==> src/rtl/char_buffer_arbiter_if.sv <==
// rtl/char_buffer_arbiter_if.sv - character stream, CPU dmem and RAM port bundle for char_buffer_arbiter
interface char_buffer_arbiter_if;
  logic [7:0]  char_data;
  logic        char_valid;
  logic        char_ready;
  logic        buf_clear;
  logic        cpu_mem_active;
  logic        cpu_wren;
  logic [11:0] cpu_addr;
  logic [31:0] cpu_data;
  logic        ram_wren;
  logic [11:0] ram_addr;
  logic [31:0] ram_data;
  logic [6:0]  char_count;
  logic        buf_done;

  modport master (
    output char_data, char_valid, buf_clear, cpu_mem_active, cpu_wren, cpu_addr, cpu_data,
    input  char_ready, ram_wren, ram_addr, ram_data, char_count, buf_done
  );

  modport slave (
    input  char_data, char_valid, buf_clear, cpu_mem_active, cpu_wren, cpu_addr, cpu_data,
    output char_ready, ram_wren, ram_addr, ram_data, char_count, buf_done
  );
endinterface

==> src/rtl/char_buffer_arbiter.sv <==
// rtl/char_buffer_arbiter.sv - loads queued characters into RAM on CPU-idle cycles, then writes the length word
module char_buffer_arbiter #(
  parameter int         BASE_ADDR  = 1500,
  parameter int         BUF_SIZE   = 108,
  parameter int         LEN_ADDR   = 1499,
  parameter int         FIFO_DEPTH = 4,
  parameter logic [7:0] TERM_CHAR  = 8'h0A
) (
  input logic                   clock,
  input logic                   reset,
  char_buffer_arbiter_if.slave  bus
);
  localparam int          PTR_W    = (FIFO_DEPTH > 1) ? $clog2(FIFO_DEPTH) : 1;
  localparam logic [6:0]  BUF_SZ   = 7'(BUF_SIZE);
  localparam logic [11:0] BASE12   = 12'(BASE_ADDR);
  localparam logic [11:0] LEN12    = 12'(LEN_ADDR);
  localparam logic [PTR_W:0] DEPTH = (PTR_W + 1)'(FIFO_DEPTH);

  typedef enum logic [1:0] {FILL, LEN, DONE} state_t;

  state_t           state, state_next;
  logic [7:0]       fifo_mem [FIFO_DEPTH];
  logic [PTR_W-1:0] rd_ptr, wr_ptr;
  logic [PTR_W:0]   fifo_count;
  logic [6:0]       count;
  logic             done;

  logic             cpu_free, fifo_empty, push, pop, inc;
  logic             ldr_wren;
  logic [11:0]      ldr_addr;
  logic [31:0]      ldr_data;
  logic [7:0]       head;

  assign head       = fifo_mem[rd_ptr];
  assign cpu_free   = !bus.cpu_mem_active && !bus.cpu_wren;
  assign fifo_empty = (fifo_count == '0);

  // Registered occupancy only: a full FIFO refuses a push even when it pops this cycle.
  assign bus.char_ready = (fifo_count < DEPTH) && (state != DONE) && !bus.buf_clear;
  assign push           = bus.char_valid && bus.char_ready;

  assign bus.char_count = count;
  assign bus.buf_done   = done;

  always_comb begin
    state_next = state;
    pop        = 1'b0;
    inc        = 1'b0;
    ldr_wren   = 1'b0;
    ldr_addr   = BASE12 + {5'b0, count};
    ldr_data   = {24'b0, head};
    if (bus.buf_clear) begin
      state_next = FILL;
    end else begin
      case (state)
        FILL: begin
          if (cpu_free && !fifo_empty) begin
            pop = 1'b1;
            if (head == TERM_CHAR) begin
              state_next = LEN;
            end else begin
              ldr_wren = 1'b1;
              inc      = 1'b1;
              if (count + 7'd1 == BUF_SZ) state_next = LEN;
            end
          end
        end
        LEN: begin
          if (cpu_free) begin
            ldr_wren   = 1'b1;
            ldr_addr   = LEN12;
            ldr_data   = {25'b0, count};
            state_next = DONE;
          end
        end
        default: ;
      endcase
    end

    bus.ram_wren = ldr_wren ? 1'b1     : bus.cpu_wren;
    bus.ram_addr = ldr_wren ? ldr_addr : bus.cpu_addr;
    bus.ram_data = ldr_wren ? ldr_data : bus.cpu_data;
  end

  always_ff @(posedge clock or posedge reset) begin
    if (reset) begin
      state      <= FILL;
      rd_ptr     <= '0;
      wr_ptr     <= '0;
      fifo_count <= '0;
      count      <= '0;
      done       <= 1'b0;
    end else if (bus.buf_clear) begin
      state      <= FILL;
      rd_ptr     <= '0;
      wr_ptr     <= '0;
      fifo_count <= '0;
      count      <= '0;
      done       <= 1'b0;
    end else begin
      state <= state_next;
      if (push) wr_ptr <= wr_ptr + 1'b1;
      if (pop)  rd_ptr <= rd_ptr + 1'b1;
      fifo_count <= fifo_count + {{PTR_W{1'b0}}, push} - {{PTR_W{1'b0}}, pop};
      if (inc && count != BUF_SZ) count <= count + 7'd1;
      if (state == LEN && state_next == DONE) done <= 1'b1;
    end
  end

  always_ff @(posedge clock) begin
    if (push) fifo_mem[wr_ptr] <= bus.char_data;
  end
endmodule

==> src/flat_wrapper.sv <==
// flat-port wrapper written by rule: the top's interface ports become plain ports
module char_buffer_arbiter_flat 
#(
  parameter int         BASE_ADDR  = 1500,
  parameter int         BUF_SIZE   = 108,
  parameter int         LEN_ADDR   = 1499,
  parameter int         FIFO_DEPTH = 4,
  parameter logic [7:0] TERM_CHAR  = 8'h0A
)
  (clock, reset, bus_char_data, bus_char_valid, bus_buf_clear, bus_cpu_mem_active, bus_cpu_wren, bus_cpu_addr, bus_cpu_data, bus_char_ready, bus_ram_wren, bus_ram_addr, bus_ram_data, bus_char_count, bus_buf_done);
  char_buffer_arbiter_if bus_i ();
  input logic clock;
  input logic reset;
  input wire logic [$bits(bus_i.char_data)-1:0] bus_char_data;
  input wire logic [$bits(bus_i.char_valid)-1:0] bus_char_valid;
  input wire logic [$bits(bus_i.buf_clear)-1:0] bus_buf_clear;
  input wire logic [$bits(bus_i.cpu_mem_active)-1:0] bus_cpu_mem_active;
  input wire logic [$bits(bus_i.cpu_wren)-1:0] bus_cpu_wren;
  input wire logic [$bits(bus_i.cpu_addr)-1:0] bus_cpu_addr;
  input wire logic [$bits(bus_i.cpu_data)-1:0] bus_cpu_data;
  output wire logic [$bits(bus_i.char_ready)-1:0] bus_char_ready;
  output wire logic [$bits(bus_i.ram_wren)-1:0] bus_ram_wren;
  output wire logic [$bits(bus_i.ram_addr)-1:0] bus_ram_addr;
  output wire logic [$bits(bus_i.ram_data)-1:0] bus_ram_data;
  output wire logic [$bits(bus_i.char_count)-1:0] bus_char_count;
  output wire logic [$bits(bus_i.buf_done)-1:0] bus_buf_done;
  assign bus_i.char_data = bus_char_data;
  assign bus_i.char_valid = bus_char_valid;
  assign bus_i.buf_clear = bus_buf_clear;
  assign bus_i.cpu_mem_active = bus_cpu_mem_active;
  assign bus_i.cpu_wren = bus_cpu_wren;
  assign bus_i.cpu_addr = bus_cpu_addr;
  assign bus_i.cpu_data = bus_cpu_data;
  assign bus_char_ready = bus_i.char_ready;
  assign bus_ram_wren = bus_i.ram_wren;
  assign bus_ram_addr = bus_i.ram_addr;
  assign bus_ram_data = bus_i.ram_data;
  assign bus_char_count = bus_i.char_count;
  assign bus_buf_done = bus_i.buf_done;
  char_buffer_arbiter #(.BASE_ADDR(BASE_ADDR), .BUF_SIZE(BUF_SIZE), .LEN_ADDR(LEN_ADDR), .FIFO_DEPTH(FIFO_DEPTH), .TERM_CHAR(TERM_CHAR)) u_core (.clock(clock), .reset(reset), .bus(bus_i));
endmodule
==> config.mk <==
export PLATFORM = sky130hd
export DESIGN_NAME = char_buffer_arbiter_flat
export DESIGN_NICKNAME = d
export VERILOG_FILES = /design/src/rtl/char_buffer_arbiter_if.sv /design/src/rtl/char_buffer_arbiter.sv /design/src/flat_wrapper.sv
export SDC_FILE = /design/constraint.sdc
export NUM_CORES = 1
export LEC_CHECK = 0
export CORE_AREA = 3 3 90 92
export CTS_CLUSTER_SIZE = 14
export DETAILED_ROUTE_END_ITERATION = 8
export DIE_AREA = 0 0 93 95
export GPL_ROUTABILITY_DRIVEN = 0
export PLACE_DENSITY_LB_ADDON = 0.1
export SLEW_MARGIN = 20
export SYNTH_ARGS = -nofsm -noshare
export SYNTH_HDL_FRONTEND = slang
export SYNTH_SLANG_ARGS = --single-unit
export TNS_END_PERCENT = 30
==> constraint.sdc <==
create_clock -name clock -period 3.1 [get_ports clock]
set_clock_uncertainty 0.1 [all_clocks]
set_input_delay 0.62 -clock clock [delete_from_list [all_inputs] [get_ports clock]]
set_output_delay 0.62 -clock clock [all_outputs]
set_load 0.01 [all_outputs]
# Word level (Yosys, flattened, before mapping)

Memories as Yosys holds them, arrays and structs flattened.
Index checks and enable logic that the tools add are counted.
Widths: inputs -> output; s select.

$add $sub $neg: 6
$lt $le $gt $ge: 1
Eq/ne operators: 6
Mux-type cells: 37
Reduce and logical (&&, ||, !) cells: 17

Operators by type and width:

| operator              | number |
|---|---|
| $mux 32               | 3 |
| $mux 12               | 4 |
| $mux 2                | 10 |
| $mux 1                | 14 |
| $mux 7                | 2 |
| $add 11x7->12 const A | 1 |
| $eq 8x4->1 const B    | 1 |
| $mux 8                | 1 |
| $reduce_bool 2->1     | 4 |
| $add 7x1->7 const B   | 1 |
| $eq 7x7->1 const B    | 1 |
| $logic_and 1x1->1     | 7 |
| $ne 7x7->1 const B    | 1 |
| $add 2x1->2 const B   | 2 |
| $logic_not 1->1       | 4 |
| $pmux 2 s2            | 1 |
| $add 3x1->3           | 1 |
| $logic_not 3->1       | 1 |
| $lt 3x3->1 const B    | 1 |
| $mux 3                | 1 |
| $sub 3x1->3           | 1 |
| $eq 2x1->1 const B    | 1 |
| $eq 2x2->1 const B    | 1 |
| $logic_not 2->1       | 1 |
| 2 further kinds       | 2 |

Register bits after elaboration: 17
Bits in writable memories: 32
Input port bits: 58
Output and inout bits: 54
Word-level logic and storage cells: 74
Memories kept: 1

Memory list:

| memory          | depth | bits a word | read ports | clocked after memory_dff | write ports | line                      | text |
|---|---|---|---|---|---|---|---|
| u_core.fifo_mem | 4     | 8           | 1          | 0                        | 1           | char_buffer_arbiter.sv:22 | `logic [7:0] fifo_mem [FIFO_DEPTH];` |

# Depth between registers and ports, before layout

Word-level depth: 11
Gate-level depth with buffers: 8
Depth with buffers taken out: 8

# Worst setup path before layout

Ideal clock, no wire load.

Path kind: input to output
Start point: input port bus_buf_clear
End point: output port bus_ram_addr[2]
Arrival time: 2.284 ns
Data required time: 2.380 ns
Slack: 0.096 ns
Stages on the path: 5
Buffers on the path: 1
Cells stage by stage: or4_4 nor3b_4 a21boi_2 buf_4 mux2i_1

Longest elaborated chain between the ends: 2
Elaborated cells on any way between the ends: 3

Ends and longest elaborated chain:

| element                                  | line                      | text |
|---|---|---|
| start, declared                          | flat_wrapper.sv:16        | `input wire logic [$bits(bus_i.buf_clear)-1:0] bus_buf_clear;` |
| $mux 12 / $mux 1 (equally long branches) | char_buffer_arbiter.sv:52 | `if (bus.buf_clear) begin` |
| $mux 12 (*)                              | char_buffer_arbiter.sv:81 | `bus.ram_addr = ldr_wren ? ldr_addr : bus.cpu_addr;` |
| end, declared                            | flat_wrapper.sv:23        | `output wire logic [$bits(bus_i.ram_addr)-1:0] bus_ram_addr;` |

Every way passes the cells marked *; elsewhere a longest branch is shown, timed or not.

# Worst setup path after layout

Start point: register u_core.rd_ptr[0]
End point: output port bus_ram_data[7]

Longest elaborated chain between the ends: 7
Elaborated cells on any way between the ends: 10

Ends and longest elaborated chain:

| element                | line                       | text |
|---|---|---|
| start, declared        | char_buffer_arbiter.sv:23  | `logic [PTR_W-1:0] rd_ptr, wr_ptr;` |
| start signal, assigned | char_buffer_arbiter.sv:103 | `if (pop) rd_ptr <= rd_ptr + 1'b1;` |
| $mem_v2 4x8 (*)        | --                         |  |
| $eq 8x4->1             | char_buffer_arbiter.sv:59  | `if (head == TERM_CHAR) begin` |
| $mux 1                 | char_buffer_arbiter.sv:59  |  |
| $mux 1                 | char_buffer_arbiter.sv:57  | `if (cpu_free && !fifo_empty) begin` |
| $pmux 1 s2             | char_buffer_arbiter.sv:55  | `case (state)` |
| $mux 1                 | char_buffer_arbiter.sv:52  |  |
| $mux 32 (*)            | char_buffer_arbiter.sv:82  | `bus.ram_data = ldr_wren ? ldr_data : bus.cpu_data;` |
| end, declared          | flat_wrapper.sv:24         | `output wire logic [$bits(bus_i.ram_data)-1:0] bus_ram_data;` |

Marked as above.

==> summary.md <==
| Metric | Value |
|---|---|
| Lkg Pwr | 1.82 nW |
| Number of buffers and inverters on the critical path | 5 |
| Nets | 463 |
| CTS sink cnt | 49 |
| DIE AREA | 8840 um2 |
| Total gr overflow | 0 |
| Delay-heaviest family, CP | buffers and inverters |
| Syn nets | 320 |
| Via/cell ratio | 4.84 |
| Synth cell types | 47 |
| Power share of the sequential group | 43.0% |
| Worst setup path endpoint | bus_ram_data[7] |
| Crit path largest cell delay | 0.55 ns |
| WP data required | 2.38 ns |
| Initial antenna violation count | 0 |
| Hpwl dp | 5.99 mm |
| Crit path from | u_core.rd_ptr[0] |
| Setup ws final | -0.274 ns |
| R2R cell count | 8 |
| First-pass GRT wire length | 12.6 mm |
| CTS tree | done |
| Area grow syn2layout | 54.9% |
| Crit Path Category | reg -> out |
| Critical-path cell list | buf_12 > mux4_2 > nor4b_4 > a21oi_2 > buf_4 > o21ai_4 > buf_6 > buf_4 > a22o_1 > buf_2 |
| EDFF count, synth | 32 |
| ANT cells | 0 |
| Slowest-stage cell, CP | mux4_2 |
| Largest net degree at the start of global routing | 24 |
| Final ANT Viol Nets | 0 |
| Ys async rst share | 34.7% |
| CP Data Arrival Time | 2.65 ns |
| Crit Reg-Reg Startpoint | u_core.rd_ptr[0] |
| Post-Synthesis Cells | 251 |
| Pwr dens | 414 nW/um2 |
| Reg2Reg Setup Slack | 0.55 ns |
| DRC violations left | 0 |
| Flops & latches, synth | 49 |
| Row count | 31 |
| Clk slew on worst S/H paths | 0.09 ns |
| Sequential area share after synthesis | 49.0% |
| DR vias | 2,390 |
| Ports | 112 |
| Routed WL | 7.79 mm |
| Comb pwr share | 34.8% |
| Initial Utilization | 38.8% |
| RSZ-0062 raised after global routing | yes |
| Final setup viols | 45 |
| Final Max Slew Viols | 0 |
| Height of the die | 95 um |
| Hold Slack | 0.403 ns |
| Crit-path max FO | 8 |
| Maxcap violations | 0 |
| Peak VDD IR | 311 uV |
| # hold bufs at CTS | 0 |
| Crit path top cell by count | buf_4 |
| Commonest non-fill, non-tap cell in the layout | clkdlybuf4s50_1 |
| Failing checks | negative setup slack |
| Final Hold Viols | 0 |
| Most used DFF post-synth | edfxtp_1 |
| Worst-Margin Slew | 0.702 ns |
| Core area | 7290 um2 |
| H-tree levels | 2 |
| Worst skew pair latency | 0.30 ns |
| Fin crit period | 3.37 ns |
| Num CTS Buffers | 5 |
| Post-Syn Area | 2830 um2 |
| Max clock buf depth | 2 |
| Relative slew margins | 53.1% |
| Commonest cells after routing, fill and taps aside | clkdlybuf4s50_1, buf_2, edfxtp_1 |
| Avg Cell Area, Syn | 11.3 um2 |
| CP Depth | 10 |
| Root buf cell | clkbuf_8 |
| Die span in x | 93 um |
| Wire per inst | 15.8 um |
| NetSw | 0.533 mW |
| Int Power | 1.28 mW |
| Hold WC Path Type | reg -> reg |
| Port bufs | 111 |
| Setup TNS | -8.24 ns |
| Switch share | 29.4% |
| Crit. End Element | output port |
| Iteration-0 DRC count of the detailed router | 83 |
| GRT Util Overall | 17.9% |
| Period utilization | 109% |
| Vias in the first global route | 2,454 |
| Outcome | complete, but fails checks |
| Clock power frac | 22.2% |
| Share of layout cells above drive strength 1 | 33.9% |
| Highest clock rate | 296 MHz |
| Pre-Repair DR Iteration Count | 4 |
| Synth warn | 0 |
| Crit path launch type | register |
| RR Endpoint | u_core.bus.char_count[2] |
[state kept, by name, indices dropped and copies added, names as in the netlist]
name,cells
u_core.bus.buf_done,1
u_core.bus.char_count,7
u_core.fifo_count,3
u_core.fifo_mem,32
u_core.rd_ptr,2
u_core.state,2
u_core.wr_ptr,2
[per-stage QoR]
| step | setup slack [ns] | utilization [%] | instance area [um2] | cells | power, mW |
|---|---|---|---|---|---|
| after floorplan | 0.0965 | - | 2830 | 251 | 1.09 |
| after global placement | -0.576 | 58.8 | 4290 | 482 | 1.41 |
| after detailed placement | -0.614 | 58.8 | 4290 | 482 | 1.43 |
| after CTS | -0.325 | 58.9 | 4300 | 494 | 1.81 |
| after global routing | -0.417 | 60.1 | 4380 | 494 | 1.92 |
| final | -0.274 | 60.1 | 4380 | 494 | 1.81 |
[worst min-delay path by stage]
| stage | startpoint | to | slack, ns | cells after the start |
|---|---|---|---|---|
| after floorplan | u_core.state[1] | u_core.state[1] | 0.44 | 2 |
| after global placement | u_core.bus.buf_done | u_core.bus.buf_done | 0.38 | 2 |
| after detailed placement | u_core.bus.buf_done | u_core.bus.buf_done | 0.38 | 2 |
| after CTS | u_core.bus.buf_done | u_core.bus.buf_done | 0.41 | 2 |
| after global routing | u_core.bus.buf_done | u_core.bus.buf_done | 0.45 | 2 |
| final | u_core.bus.buf_done | u_core.bus.buf_done | 0.40 | 2 |
[cell usage after synthesis, types with 2 or more instances]
| cell type | n | area [um2] |
|---|---|---|
| edfxtp_1 | 32 | 961 |
| and2_1 | 28 | 175 |
| inv_1 | 23 | 86.3 |
| nor2_1 | 22 | 82.6 |
| dfrtp_1 | 17 | 425 |
| o21ai_0 | 12 | 60.1 |
| nand2_1 | 11 | 41.3 |
| ha_1 | 10 | 125 |
| nor3_1 | 9 | 45.0 |
| mux4_2 | 8 | 180 |
| a22oi_1 | 7 | 52.6 |
| clkbuf_1 | 7 | 26.3 |
| a21oi_1 | 6 | 30.0 |
| xnor2_1 | 6 | 52.6 |
| and3_1 | 5 | 31.3 |
| mux2_1 | 4 | 45.0 |
| buf_6 | 3 | 33.8 |
| o31ai_1 | 3 | 22.5 |
| a21o_1 | 2 | 15.0 |
| mux2i_1 | 2 | 20.0 |
| nand2b_1 | 2 | 12.5 |
| nand3_1 | 2 | 10.0 |
| nand3b_1 | 2 | 15.0 |
| nand4_1 | 2 | 12.5 |
| nor2b_1 | 2 | 12.5 |
| nor4b_4 | 2 | 47.6 |
| o21a_1 | 2 | 15.0 |
[worst reg2reg max path: cells and delay by family (launching register included)]
| kind | cells | cell delay (ns) |
|---|---|---|
| flip-flops | 1 | 0.38 |
| AND/OR/NAND/NOR | 2 | 0.46 |
| buffers and inverters | 3 | 0.42 |
| multiplexers | 2 | 0.86 |
| AO/OA/AOI/OAI | 1 | 0.22 |
[timing repair]
| action | CTS | global route |
|---|---|---|
| gates resized for setup | 207 | 32 |
| pin swaps | 12 | 9 |
| cloned | 1 | 0 |
| setup endpoints to repair | 45 | 45 |
| setup buffers | 3 | 1 |
[final cells by class]
cell class	count	area (um2)
fillers	649	2910
flip-flops and latches	49	1390
multi-input cells	167	1380
repair buffers	148	1310
well taps	99	124
inverters	23	86.3
clock buffers	5	68.8
clock inverters	3	28.8
[layer usage]
layer  up-vias  global-route usage [%]  part of all wire (%)
met2        73                    32.9                    52
met3         2                    3.82                   6.4
li1       1173                       -                     -
met1      1142                    22.0                    41
met4         0                    2.56                  0.40
met5         -                       0                     0
[kinds of logic after synthesis]
logic type | share of synthesized area (%)
adders and majority gates | 5.13
and+or+nand+nor | 19.5
AOI/OAI and AO/OA | 9.91
DFF | 49.0
xor gates and xnor gates | 2.17
buffers and inverters | 5.58
muxes | 8.67
[power by group through the flow]
| stage | clock [mW] | combinational, mW | sequential [mW] |
|---|---|---|---|
| global route | 0.445 | 0.690 | 0.786 |
| detailed placement | 0 | 0.635 | 0.794 |
| global placement | 0 | 0.623 | 0.791 |
| floorplan | 0 | 0.309 | 0.785 |
| CTS | 0.414 | 0.613 | 0.780 |
| finish | 0.402 | 0.631 | 0.780 |
Power figures use the tool's default switching activity.
